**config.mk**
```make
export PLATFORM = sky130hd
export DESIGN_NAME = llc_snoop_responder
export DESIGN_NICKNAME = d
export VERILOG_FILES = /design/src/rtl/llc_snoop_responder_pkg.sv /design/src/rtl/llc_snoop_responder_way_match.sv /design/src/rtl/llc_snoop_responder.sv
export SDC_FILE = /design/constraint.sdc
export NUM_CORES = 1
export LEC_CHECK = 0
export BUFFER_PORTS_ARGS = -buffer_cell sky130_fd_sc_hd__buf_4
export CAP_MARGIN = 20
export CORE_AREA = 3 3 175 177
export DETAILED_ROUTE_END_ITERATION = 7
export DIE_AREA = 0 0 178 180
export PLACE_DENSITY_LB_ADDON = 0.2
export SYNTH_ARGS = -nofsm -noshare
export SYNTH_HDL_FRONTEND = slang
export SYNTH_SLANG_ARGS = --single-unit
export TNS_END_PERCENT = 50
```
**constraint.sdc**
```tcl
create_clock -name clk -period 4.3 [get_ports clk]
set_clock_uncertainty 0.1 [all_clocks]
set_input_delay 0.645 -clock clk [delete_from_list [all_inputs] [get_ports clk]]
set_output_delay 0.645 -clock clk [all_outputs]
set_load 0.01 [all_outputs]
```
**src/rtl/llc_snoop_responder_pkg.sv**
```systemverilog
// Bus-side and cache-line types shared by the LLC snoop responder and its way matcher.
package pkg_bus;
  typedef enum logic [2:0] {
    READ       = 3'd1,
    WRITE      = 3'd2,
    INVALIDATE = 3'd3,
    RWIM       = 3'd4
  } bus_operation_e;

  typedef enum logic [1:0] {
    HIT   = 2'd0,
    HITM  = 2'd1,
    NOHIT = 2'd2
  } snoop_result_e;

  typedef enum logic [1:0] {
    GETLINE        = 2'd1,
    INVALIDATELINE = 2'd3
  } l1_msg_e;
endpackage

package pkg_line;
  typedef enum logic [1:0] {
    MESI_I = 2'd0,
    MESI_S = 2'd1,
    MESI_E = 2'd2,
    MESI_M = 2'd3
  } mesi_e;

  localparam int unsigned LINE_N_WAY      = 16;
  localparam int unsigned LINE_ADDR_SIZE  = 32;
  localparam int unsigned LINE_INDEX_SIZE = 14;
  localparam int unsigned LINE_TAG_SIZE   = 12;
  localparam int unsigned LINE_OFFSET_SIZE = LINE_ADDR_SIZE - LINE_INDEX_SIZE - LINE_TAG_SIZE;
endpackage

```
**src/rtl/llc_snoop_responder_way_match.sv**
```systemverilog
// Tag compare across all ways of a set with lowest-way priority and a multi-hit flag.
module snoop_way_match
  import pkg_line::*;
#(
  parameter int N_WAY    = 16,
  parameter int TAG_SIZE = 12
) (
  input  logic [N_WAY*TAG_SIZE-1:0] tags,
  input  logic [N_WAY*2-1:0]        mesi,
  input  logic [TAG_SIZE-1:0]       tag,
  output logic                      hit,
  output logic [$clog2(N_WAY)-1:0]  way,
  output logic                      multi_hit
);
  localparam int WAY_W = $clog2(N_WAY);

  logic [N_WAY-1:0] match;

  always_comb begin
    match = '0;
    for (int w = 0; w < N_WAY; w++) begin
      match[w] = (mesi[w*2 +: 2] != MESI_I) && (tags[w*TAG_SIZE +: TAG_SIZE] == tag);
    end
  end

  // Scan from the top so the lowest matching way wins.
  always_comb begin
    hit = 1'b0;
    way = '0;
    for (int w = N_WAY - 1; w >= 0; w--) begin
      if (match[w]) begin
        hit = 1'b1;
        way = w[WAY_W-1:0];
      end
    end
  end

  assign multi_hit = (match & (match - {{(N_WAY-1){1'b0}}, 1'b1})) != '0;
endmodule

```
**src/rtl/llc_snoop_responder.sv**
```systemverilog
// Snoop responder: set lookup, HIT/HITM/NOHIT result, MESI update, then GETLINE/WB/INVALIDATELINE.
// Optional SNOOP_STATS_EN adds saturating result counters on stat_hit/stat_hitm/stat_nohit.
module llc_snoop_responder
  import pkg_bus::*;
  import pkg_line::*;
#(
  parameter int N_WAY      = 16,
  parameter int ADDR_SIZE  = 32,
  parameter int INDEX_SIZE = 14,
  parameter int TAG_SIZE   = 12
) (
  input  logic                         clk,
  input  logic                         rst,
  input  logic                         snp_valid,
  output logic                         snp_ready,
  input  bus_operation_e               snp_op,
  input  logic [ADDR_SIZE-1:0]         snp_addr,
  output logic                         arr_rd_en,
  output logic [INDEX_SIZE-1:0]        arr_index,
  input  logic [N_WAY*TAG_SIZE-1:0]    arr_rd_tag,
  input  logic [N_WAY*2-1:0]           arr_rd_mesi,
  output logic                         arr_wr_en,
  output logic [$clog2(N_WAY)-1:0]     arr_wr_way,
  output mesi_e                        arr_wr_mesi,
  output logic                         res_valid,
  output snoop_result_e                res_result,
  output logic                         wb_valid,
  input  logic                         wb_ready,
  output logic [ADDR_SIZE-1:0]         wb_addr,
  output logic                         l1_valid,
  input  logic                         l1_ready,
  output l1_msg_e                      l1_msg,
  output logic [ADDR_SIZE-1:0]         l1_addr,
  output logic                         proto_err,
  output logic [31:0]                  stat_hit,
  output logic [31:0]                  stat_hitm,
  output logic [31:0]                  stat_nohit
);
  localparam int OFFSET_SIZE = ADDR_SIZE - INDEX_SIZE - TAG_SIZE;
  localparam int LINE_W      = ADDR_SIZE - OFFSET_SIZE;
  localparam int WAY_W       = $clog2(N_WAY);

  typedef enum logic [2:0] {S_IDLE, S_LOOKUP, S_DECIDE, S_GETL, S_WB, S_INVL} state_e;

  state_e                  state_q, state_d;
  bus_operation_e          op_q, op_d;
  logic [LINE_W-1:0]       line_q, line_d;
  logic [N_WAY*TAG_SIZE-1:0] tags_q, tags_d;
  logic [N_WAY*2-1:0]      mesi_q, mesi_d;
  logic                    need_wb_q, need_wb_d, need_invl_q, need_invl_d;

  logic                    hit, multi_hit;
  logic [WAY_W-1:0]        hit_way;
  mesi_e                   cur_mesi, new_mesi;
  snoop_result_e           result;
  logic                    act_getl, act_wb, act_invl, illegal;
  logic                    unused_offset;

  assign unused_offset = ^snp_addr[OFFSET_SIZE-1:0];

  snoop_way_match #(.N_WAY(N_WAY), .TAG_SIZE(TAG_SIZE)) u_way_match (
    .tags      (tags_q),
    .mesi      (mesi_q),
    .tag       (line_q[LINE_W-1 -: TAG_SIZE]),
    .hit       (hit),
    .way       (hit_way),
    .multi_hit (multi_hit)
  );

  assign cur_mesi = hit ? mesi_e'(mesi_q[{hit_way, 1'b0} +: 2]) : MESI_I;

  // Protocol table: a miss looks like state I, so every op falls through to NOHIT.
  always_comb begin
    new_mesi = cur_mesi;
    result   = NOHIT;
    act_getl = 1'b0;
    act_wb   = 1'b0;
    act_invl = 1'b0;
    illegal  = multi_hit;
    case (op_q)
      READ: if (cur_mesi != MESI_I) begin
        new_mesi = MESI_S;
        result   = (cur_mesi == MESI_M) ? HITM : HIT;
        act_getl = (cur_mesi == MESI_M);
        act_wb   = (cur_mesi == MESI_M);
      end
      RWIM: if (cur_mesi != MESI_I) begin
        new_mesi = MESI_I;
        result   = (cur_mesi == MESI_M) ? HITM : HIT;
        act_getl = (cur_mesi == MESI_M);
        act_wb   = (cur_mesi == MESI_M);
        act_invl = 1'b1;
      end
      INVALIDATE: begin
        if (cur_mesi == MESI_S) begin
          new_mesi = MESI_I;
          act_invl = 1'b1;
        end else if (cur_mesi != MESI_I) begin
          illegal = 1'b1;
        end
      end
      WRITE: if (cur_mesi == MESI_M || cur_mesi == MESI_E) illegal = 1'b1;
      default: ;
    endcase
  end

  always_comb begin
    state_d     = state_q;
    op_d        = op_q;
    line_d      = line_q;
    tags_d      = tags_q;
    mesi_d      = mesi_q;
    need_wb_d   = need_wb_q;
    need_invl_d = need_invl_q;
    snp_ready   = 1'b0;
    arr_rd_en   = 1'b0;
    arr_wr_en   = 1'b0;
    res_valid   = 1'b0;
    wb_valid    = 1'b0;
    l1_valid    = 1'b0;
    l1_msg      = GETLINE;
    proto_err   = 1'b0;
    case (state_q)
      S_IDLE: begin
        snp_ready = 1'b1;
        if (snp_valid && rst) begin
          arr_rd_en = 1'b1;
          op_d      = snp_op;
          line_d    = snp_addr[ADDR_SIZE-1:OFFSET_SIZE];
          state_d   = S_LOOKUP;
        end
      end
      S_LOOKUP: begin
        tags_d  = arr_rd_tag;
        mesi_d  = arr_rd_mesi;
        state_d = S_DECIDE;
      end
      S_DECIDE: begin
        res_valid   = 1'b1;
        arr_wr_en   = (new_mesi != cur_mesi);
        proto_err   = illegal;
        need_wb_d   = act_wb;
        need_invl_d = act_invl;
        state_d     = act_getl ? S_GETL : act_wb ? S_WB : act_invl ? S_INVL : S_IDLE;
      end
      S_GETL: begin
        l1_valid = 1'b1;
        if (l1_ready) state_d = need_wb_q ? S_WB : need_invl_q ? S_INVL : S_IDLE;
      end
      S_WB: begin
        wb_valid = 1'b1;
        if (wb_ready) state_d = need_invl_q ? S_INVL : S_IDLE;
      end
      S_INVL: begin
        l1_valid = 1'b1;
        l1_msg   = INVALIDATELINE;
        if (l1_ready) state_d = S_IDLE;
      end
      default: state_d = S_IDLE;
    endcase
  end

  assign arr_index   = arr_rd_en ? snp_addr[OFFSET_SIZE +: INDEX_SIZE] : line_q[INDEX_SIZE-1:0];
  assign arr_wr_way  = hit_way;
  assign arr_wr_mesi = new_mesi;
  assign res_result  = res_valid ? result : NOHIT;
  assign wb_addr     = {line_q, {OFFSET_SIZE{1'b0}}};
  assign l1_addr     = {line_q, {OFFSET_SIZE{1'b0}}};

  always_ff @(posedge clk or negedge rst) begin
    if (!rst) begin
      state_q     <= S_IDLE;
      op_q        <= READ;
      line_q      <= '0;
      tags_q      <= '0;
      mesi_q      <= '0;
      need_wb_q   <= 1'b0;
      need_invl_q <= 1'b0;
    end else begin
      state_q     <= state_d;
      op_q        <= op_d;
      line_q      <= line_d;
      tags_q      <= tags_d;
      mesi_q      <= mesi_d;
      need_wb_q   <= need_wb_d;
      need_invl_q <= need_invl_d;
    end
  end

`ifdef SNOOP_STATS_EN
  logic [31:0] hit_cnt_q, hitm_cnt_q, nohit_cnt_q;

  always_ff @(posedge clk or negedge rst) begin
    if (!rst) begin
      hit_cnt_q   <= '0;
      hitm_cnt_q  <= '0;
      nohit_cnt_q <= '0;
    end else if (res_valid) begin
      case (res_result)
        HIT:     if (hit_cnt_q != '1) hit_cnt_q <= hit_cnt_q + 32'd1;
        HITM:    if (hitm_cnt_q != '1) hitm_cnt_q <= hitm_cnt_q + 32'd1;
        NOHIT:   if (nohit_cnt_q != '1) nohit_cnt_q <= nohit_cnt_q + 32'd1;
        default: ;
      endcase
    end
  end

  assign stat_hit   = hit_cnt_q;
  assign stat_hitm  = hitm_cnt_q;
  assign stat_nohit = nohit_cnt_q;
`else
  assign stat_hit   = '0;
  assign stat_hitm  = '0;
  assign stat_nohit = '0;
`endif
endmodule
```
==> qor.json, run 1 <==
{
  "outcome": "complete, but fails checks",
  "failing_checks": "setup timing",
  "syn2layout_area_growth_pct": 32.9,
  "timing.final.hold_violations": 0,
  "syn_area_per_cell_um2": 11.8,
  "dpl-instance-area_um2": 17400,
  "ys_warns": 0,
  "slew-limit-headroom": 0.326,
  "totalPowerFinal_mw": 15.2,
  "clock-root-buffer": "sky130_fd_sc_hd__clkbuf_16",
  "worst-r2r-setup-slack_ns": 0.46,
  "final_critical_path_setup_slack_ns": -0.656,
  "start_util": 0.486,
  "core.rowCount": 63,
  "synth_sequential_area_ratio": 0.451,
  "synth-adder-area-share": 0.000700,
  "timing.critical_path.from": "line_q[17]$_DFFE_PN0P_",
  "rr_worst_depth": 16,
  "num_vias": 10600,
  "drtPass1Iterations": 5,
  "worstSkewPairLatency_ns": 0.58,
  "cts-buffers-inserted": 29,
  "placed_cells": 1970,
  "cap_viol_max_count": 0,
  "yosys.area.top_type": "sky130_fd_sc_hd__dfrtp_1",
  "clockBufferDepth": 3,
  "crit_fanout": 8,
  "grt_pass1_wl_um": 62300,
  "wirelength_um": 41900,
  "antenna_cells": 0,
  "top_count_cell_post_synth": "sky130_fd_sc_hd__dfrtp_1",
  "detailedRoute.firstIterationViolations": 663,
  "asyncSetResetFlopFracSynth": 1.00,
  "final_net_count": 1898,
  "synth_compound_area_frac": 0.0281,
  "power.density_cell_area_nw_per_um2": 799,
  "synth.top_cells.by_count": "sky130_fd_sc_hd__dfrtp_1 (257), sky130_fd_sc_hd__mux2_2 (255), sky130_fd_sc_hd__buf_4 (142), sky130_fd_sc_hd__xor2_1 (135), sky130_fd_sc_hd__xnor2_1 (57)",
  "synth_enable_flop_cells": 0,
  "final_antenna_net_count": 0,
  "final.fill_count": 2327,
  "hold_class": "input port to asynchronous set/reset pin",
  "layout-drive-gt1-share": 0.514,
  "clock_tree.htree_level_count": 1,
  "crit_path_end_kind": "output pin",
  "syn_area_um2": 14300,
  "die-area_um2": 32000,
  "worst-endpoint-required_ns": 3.56,
  "tritoncts_clock_tree": "yes",
  "post_drt_via_cell_ratio": 5.17,
  "grt_setup_unrepaired": "true",
  "crit_type": "flop to output pin",
  "gpl.final_weighted_congestion": 0.891,
  "share_of_synthesized_cell_area_in_and_or_nand_and_nor_gates": 0.0859,
  "initial_antenna_violation_count": 0,
  "overflow": 0,
  "maxSlewViolCount": 0,
  "detailed_place_hpwl_um": 31800,
  "finalSetupViolations": 5,
  "post_synthesis_cells": 1211,
  "remaining_drc_errors": 0,
  "yosysUniqueCellTypes": 66,
  "place.port_buffers": 339,
  "ctsHoldBuffers": 0,
  "irDropWorstVdd_mv": 0.420,
  "crit-reg2reg-launch": "line_q[17]$_DFFE_PN0P_",
  "clkTransAtPathRegs_ns": 0.06,
  "cp.arrival_ns": 4.21,
  "final_core_util": 0.647,
  "synth_flop_cell": "sky130_fd_sc_hd__dfrtp_1",
  "crit_path_start_kind": "flop",
  "min_period_ns": 4.96,
  "fmax_ghz": 0.202,
  "ioPinCount": 455,
  "final_instance_count_without_filler_cells": 2046,
  "chipWidth_um": 178,
  "synth_top_family_by_area": "multiplexers",
  "critPathCapture": "arr_wr_en",
  "area_occupied_by_multi_input_gates_um2": 7190,
  "core_region_area_um2": 29400,
  "tritoncts_num_sinks": 258,
  "yosys.area_share.xor_xnor": 0.119,
  "register_area_um2": 6460,
  "synth.top_cell.area_share": 0.450,
  "worst_slew_pin_slew_ns": 1.01,
  "grt_util_all_layers": 0.255,
  "chipHeight_um": 180,
  "critical_path.reg2reg.endpoint": "need_wb_q$_DFFE_PN0P_",
  "yosys_register_bits": 258,
  "cellLeakagePower_nw": 8.74,
  "synth.area.mux_share": 0.217,
  "grt_max_degree": 181,
  "totalNegativeSetupSlack_ns": -2.95,
  "final_area_um2": 19000,
  "via_count_of_the_first_global_routing_pass": 10900,
  "yosys-top-cells-area": "sky130_fd_sc_hd__dfrtp_1 (45%), sky130_fd_sc_hd__mux2_2 (20%), sky130_fd_sc_hd__xor2_1 (8.3%)",
  "detail_route.wl_per_cell_um": 20.5,
  "finalCritPeriodShare": 1.15
}
[layout by cell type (no fill, tap or decap), types with 5 or more instances in the layout]
cell type	count
sky130_fd_sc_hd__buf_12	13
sky130_fd_sc_hd__nor3_1	24
sky130_fd_sc_hd__xnor2_2	13
sky130_fd_sc_hd__mux2_2	254
sky130_fd_sc_hd__clkbuf_16	29
sky130_fd_sc_hd__o21ai_0	11
sky130_fd_sc_hd__buf_6	16
sky130_fd_sc_hd__nor2_1	46
sky130_fd_sc_hd__nand3_1	12
sky130_fd_sc_hd__nand2_1	26
sky130_fd_sc_hd__xor2_1	131
sky130_fd_sc_hd__nor4_2	6
sky130_fd_sc_hd__a21oi_1	6
sky130_fd_sc_hd__nor4_1	36
sky130_fd_sc_hd__clkinv_2	9
sky130_fd_sc_hd__buf_4	446
sky130_fd_sc_hd__dfrtp_1	254
sky130_fd_sc_hd__nand4_1	30
sky130_fd_sc_hd__conb_1	109
sky130_fd_sc_hd__xnor2_1	42
sky130_fd_sc_hd__inv_1	8
sky130_fd_sc_hd__mux2i_1	16
sky130_fd_sc_hd__bufinv_16	6
sky130_fd_sc_hd__nor2b_1	5
[through the flow]
step,hold slack (ns),worst slack (ns)
3_3_place_gp,0.389,-0.242
4_1_cts,0.182,-0.702
2_1_floorplan,0.249,0.125
5_1_grt,0.185,-0.802
3_5_place_dp,0.388,-0.308
6_report,0.152,-0.656
[metal layers]
layer | share of wire | vias to the layer above | track usage
met2 | 0.48 | 381 | 0.427
met3 | 0.061 | 92 | 0.0425
met4 | 0.040 | 0 | 0.0921
met5 | 0 | - | 0
li1 | - | 4851 | -
met1 | 0.42 | 5252 | 0.332
[critical path, cell delays in order, from the launching register on]
cell and delay [ns]:
sky130_fd_sc_hd__dfrtp_1 0.42, sky130_fd_sc_hd__buf_6 0.19, sky130_fd_sc_hd__xor2_1 0.19, sky130_fd_sc_hd__nor4_2 0.32, sky130_fd_sc_hd__nand4_2 0.21, sky130_fd_sc_hd__a211oi_2 0.29
sky130_fd_sc_hd__nor3_2 0.07, sky130_fd_sc_hd__o32a_1 0.39, sky130_fd_sc_hd__buf_6 0.14, sky130_fd_sc_hd__mux2_4 0.30, sky130_fd_sc_hd__o221a_1 0.26, sky130_fd_sc_hd__o21ai_2 0.18
sky130_fd_sc_hd__and2_4 0.20, sky130_fd_sc_hd__a21oi_2 0.07, sky130_fd_sc_hd__o32ai_2 0.23, sky130_fd_sc_hd__buf_4 0.17
[cells by family (layout without fill, tap and decap cells)]
group / after synthesis / in the layout
muxes: 277 / 277
AOI/OAI and AO/OA: 55 / 55
other: 2 / 109
buffers and inverters: 201 / 539
xor gates and xnor gates: 193 / 193
DFF: 258 / 258
adders and majority gates: 1 / 1
and+or+nand+nor: 224 / 224
[how the worst min path moves through the flow]
| stage | startpoint | slack, ns | end | cells after the start |
|---|---|---|---|---|
| 2_1_floorplan | rst | 0.25 | line_q[0]$_DFFE_PN0P_ | 0 |
| 5_1_grt | arr_rd_tag[190] | 0.19 | tags_q[190]$_DFFE_PN0N_ | 2 |
| 3_3_place_gp | need_wb_q$_DFFE_PN0P_ | 0.39 | need_wb_q$_DFFE_PN0P_ | 2 |
| 4_1_cts | arr_rd_tag[190] | 0.18 | tags_q[190]$_DFFE_PN0N_ | 2 |
| 6_report | rst | 0.15 | line_q[6]$_DFFE_PN0P_ | 2 |
| 3_5_place_dp | need_wb_q$_DFFE_PN0P_ | 0.39 | need_wb_q$_DFFE_PN0P_ | 2 |
[area by class of cell]
type | instances | share of cell area
clock buffers | 35 | 0.0404
clock inverters | 18 | 0.0137
inverters | 9 | 0.00178
multi-input cells | 859 | 0.378
flip-flops and latches | 258 | 0.340
well taps | 390 | 0.0257
repair buffers | 477 | 0.201
[power breakdown]
group / internal, mW / switching (mW) / total (mW)
combinational: 4.13 / 3.63 / 7.77
sequential: 3.70 / 1.06 / 4.77
clock: 1.63 / 1.04 / 2.67
[what timing repair did]
action	CTS	global route
pin swaps	16	32
buffers inserted	10	13
endpoints found under the setup margin	6	7
resized for setup	27	53
[sequential cells by signal, indices dropped and copies added (netlist names)]
signal,count
line_q,26
mesi_q,32
need_invl_q,1
need_wb_q,1
op_q,3
state_q,3
tags_q,192
Power figures use the tool's default switching activity.
==> inputs of run 2 (changes only) <==
--- a/config.mk
+++ b/config.mk
@@ -11,6 +11,7 @@
 export DETAILED_ROUTE_END_ITERATION = 7
 export DIE_AREA = 0 0 178 180
 export PLACE_DENSITY_LB_ADDON = 0.2
+export RECOVER_POWER = 25
 export SYNTH_ARGS = -nofsm -noshare
 export SYNTH_HDL_FRONTEND = slang
 export SYNTH_SLANG_ARGS = --single-unit
==> qor.json, run 2 (synthesis results as in run 1) <==
{
  "crit_fanout": {"value": 8, "change": "unchanged"},
  "gpl.final_weighted_congestion": {"value": 0.891, "change": "unchanged"},
  "maxSlewViolCount": {"value": 181, "change": "+181"},
  "clockBufferDepth": {"value": 3, "change": "unchanged"},
  "overflow": {"value": 0, "change": "unchanged"},
  "worst_slew_pin_slew": {"value": 2.52, "unit": "ns", "change": "+1.51 ns"},
  "core_region_area": {"value": 29400, "unit": "um^2", "change": "unchanged"},
  "start_util": {"value": 0.486, "change": "unchanged"},
  "final.fill_count": {"value": 2331, "change": "+0.17%"},
  "wirelength": {"value": 42000, "unit": "um", "change": "+0.15%"},
  "fmax": {"value": 0.202, "unit": "GHz", "change": "+0.25%"},
  "failing_checks": "capacitance limit, slew limit, setup timing",
  "detailed_place_hpwl": {"value": 31800, "unit": "um", "change": "unchanged"},
  "cp_cell_sequence": "buf_6 > xor2_1 > nor4_2 > nand4_2 > a211oi_2 > nor3_2 > o32a_1 > buf_6 > mux2_4 > o221a_1 > o21ai_2 > and2_4 > a21oi_2 > o32ai_2 > buf_4",
  "placed_cells": {"value": 1970, "change": "unchanged"},
  "drtPass1Iterations": {"value": 5, "change": "unchanged"},
  "die-area": {"value": 32000, "unit": "um^2", "change": "unchanged"},
  "grt_setup_unrepaired": "true",
  "layout-drive-gt1-share": {"value": 0.514, "change": "-0.000604"},
  "grt_pass1_wl": {"value": 62300, "unit": "um", "change": "unchanged"},
  "core.rowCount": {"value": 63, "change": "unchanged"},
  "timing.critical_path.slowest_cell_delay": {"value": 0.42, "unit": "ns", "change": "about the same"},
  "grt_max_degree": {"value": 181, "change": "unchanged"},
  "place.port_buffers": {"value": 339, "change": "unchanged"},
  "ctsHoldBuffers": {"value": 0, "change": "unchanged"},
  "slew-limit-headroom": {"value": -0.680, "change": "-1.01"},
  "via_count_of_the_first_global_routing_pass": {"value": 10900, "change": "unchanged"},
  "min_period": {"value": 4.94, "unit": "ns", "change": "-0.0126 ns"},
  "grt_util_all_layers": {"value": 0.255, "change": "unchanged"},
  "crit_path_end_kind": "output pin",
  "critical_path.most_common_cell": "sky130_fd_sc_hd__buf_6",
  "max_flop_register": "tags_q",
  "power.density_cell_area": {"value": 800, "unit": "nW/um^2", "change": "+0.13%"},
  "whs": {"value": 0.197, "unit": "ns", "change": "+0.0449 ns"},
  "dpl-instance-area": {"value": 17400, "unit": "um^2", "change": "unchanged"},
  "detailedRoute.firstIterationViolations": {"value": 571, "change": "-14%"},
  "chipWidth": {"value": 178, "unit": "um", "change": "unchanged"},
  "final_antenna_net_count": {"value": 0, "change": "unchanged"},
  "post_drt_via_cell_ratio": {"value": 5.16, "change": "-0.10%"},
  "final_instance_count_without_filler_cells": {"value": 2046, "change": "unchanged"},
  "area_occupied_by_multi_input_gates": {"value": 7190, "unit": "um^2", "change": "unchanged"},
  "cts-buffers-inserted": {"value": 29, "change": "unchanged"},
  "initial_antenna_violation_count": {"value": 0, "change": "unchanged"},
  "cp_num_buf_inv": {"value": 3, "change": "unchanged"},
  "num_vias": {"value": 10600, "change": "-0.10%"},
  "cellLeakagePower": {"value": 8.73, "unit": "nW", "change": "-0.13%"},
  "clock-root-buffer": "sky130_fd_sc_hd__clkbuf_16",
  "hold_class": "input port to flop",
  "largest_register_ff_count": {"value": 192, "change": "unchanged"},
  "ioPinCount": {"value": 455, "change": "unchanged"},
  "syn2layout_area_growth_pct": 32.8,
  "final_net_count": {"value": 1898, "change": "unchanged"},
  "chipHeight": {"value": 180, "unit": "um", "change": "unchanged"},
  "finalCritPeriodShare": {"value": 1.15, "change": "-0.00292"},
  "crit_path_start_kind": "flop",
  "worst-endpoint-required": {"value": 3.56, "unit": "ns", "change": "about the same"},
  "antenna_cells": {"value": 0, "change": "unchanged"},
  "most-common-layout-cells": "sky130_fd_sc_hd__buf_4 (446), sky130_fd_sc_hd__mux2_2 (254), sky130_fd_sc_hd__dfrtp_1 (254)",
  "detail_route.wl_per_cell": {"value": 20.5, "unit": "um", "change": "+0.15%"},
  "worst_path_max_delay_cell": "sky130_fd_sc_hd__dfrtp_1",
  "finalSetupViolations": {"value": 5, "change": "unchanged"},
  "remaining_drc_errors": {"value": 0, "change": "unchanged"},
  "largest_registers": "tags_q (192), mesi_q (32), line_q (26)",
  "final_area": {"value": 19000, "unit": "um^2", "change": "-0.12%"},
  "worstSkewPairLatency": {"value": 0.58, "unit": "ns", "change": "about the same"},
  "outcome": "complete, but fails checks",
  "final_critical_path_setup_slack": {"value": -0.643, "unit": "ns", "change": "+0.0126 ns"},
  "clkTransAtPathRegs": {"value": 0.06, "unit": "ns", "change": "about the same"},
  "most_frequent_standard_cell_in_the_layout_excluding_fill_and_tap_cells": "sky130_fd_sc_hd__buf_4",
  "cap_viol_max_count": {"value": 1, "change": "+1"},
  "critical_path.top_delay_family": "compound AO/OA/AOI/OAI gates",
  "crit_type": "flop to output pin",
  "register_area": {"value": 6460, "unit": "um^2", "change": "unchanged"},
  "cp.arrival": {"value": 4.20, "unit": "ns", "change": "about the same"},
  "clock_tree.htree_level_count": {"value": 1, "change": "unchanged"},
  "irDropWorstVdd": {"value": 0.420, "unit": "mV", "change": "about the same"},
  "tritoncts_clock_tree": "yes",
  "timing.final.hold_violations": {"value": 0, "change": "unchanged"},
  "tritoncts_num_sinks": {"value": 258, "change": "unchanged"}
}
run 2: changes by cell type in the layout (fill, tap and decap cells not counted), sizes merged:
cell and delta:
buf -2, clkbuf +2
run 2: what timing repair did:
item,CTS,global route
setup buffers,10,13
resized for setup,27,53
pin swaps,16,32
setup endpoints to repair,6,7
run 2: metrics by stage:
| stage | power, mW | util | TNS, ns | worst slack (ns) |
|---|---|---|---|---|
| after global routing | 16.1 | 0.646 | -3.66 | -0.802 |
| after global placement | 11.8 | 0.592 | -0.740 | -0.242 |
| after floorplan | 9.52 | - | 0 | 0.125 |
| after detailed placement | 12.0 | 0.592 | -0.943 | -0.308 |
| after CTS | 14.9 | 0.634 | -3.05 | -0.702 |
| final | 15.2 | 0.646 | -2.90 | -0.643 |
run 2: power by group:
group          switching, mW  total, mW  leakage [nW]  internal (mW)
combinational           3.63       7.76          5.19           4.13
clock                   1.04       2.67         0.507           1.63
sequential              1.06       4.76          3.04           3.70
total                   5.73       15.2          8.73           9.47
run 2: worst reg2reg max path, cell delays in order (launching register included):
cell and delay (ns):
sky130_fd_sc_hd__dfrtp_1 0.42, sky130_fd_sc_hd__buf_6 0.19, sky130_fd_sc_hd__xor2_1 0.20, sky130_fd_sc_hd__nor4_2 0.32, sky130_fd_sc_hd__nand4_2 0.21, sky130_fd_sc_hd__a211oi_2 0.29
sky130_fd_sc_hd__nor3_2 0.07, sky130_fd_sc_hd__o32a_1 0.39, sky130_fd_sc_hd__buf_6 0.14, sky130_fd_sc_hd__buf_12 0.12, sky130_fd_sc_hd__mux2i_4 0.18, sky130_fd_sc_hd__mux2i_1 0.15
sky130_fd_sc_hd__mux2i_1 0.09, sky130_fd_sc_hd__mux2_4 0.31, sky130_fd_sc_hd__or3_4 0.39, sky130_fd_sc_hd__buf_4 0.15, sky130_fd_sc_hd__nand2_1 0.05
run 2: layout make-up:
type | instances | area share
Sequential cell | 258 | 0.340
Clock inverter | 18 | 0.0137
Inverter | 9 | 0.00178
Tap cell | 390 | 0.0257
Timing Repair Buffer | 477 | 0.200
Clock buffer | 35 | 0.0405
Multi-Input combinational cell | 859 | 0.378
run 2: final timing paths:
check                                       startpoint                      end  slack (ns)  depth (start not counted)
worst max-delay path            line_q[17]$_DFFE_PN0P_                arr_wr_en       -0.64                         15
worst min-delay path                   arr_rd_tag[190]  tags_q[190]$_DFFE_PN0N_        0.20                          2
worst max register to register  line_q[17]$_DFFE_PN0P_    need_wb_q$_DFFE_PN0P_        0.47                         16
worst min register to register   need_wb_q$_DFFE_PN0P_    need_wb_q$_DFFE_PN0P_        0.40                          2
max in group asynchronous                          rst   mesi_q[29]$_DFFE_PN0N_        0.99                          3
min in group asynchronous                          rst   line_q[23]$_DFFE_PN0P_        0.89                          2
run 2: per-layer routing:
| metal | vias to the layer above | track usage | share of wire |
|---|---|---|---|
| li1 | 4839 | - | - |
| met3 | 94 | 0.0425 | 0.063 |
| met1 | 5216 | 0.332 | 0.42 |
| met4 | 0 | 0.0921 | 0.040 |
| met5 | - | 0 | 0 |
| met2 | 416 | 0.427 | 0.48 |
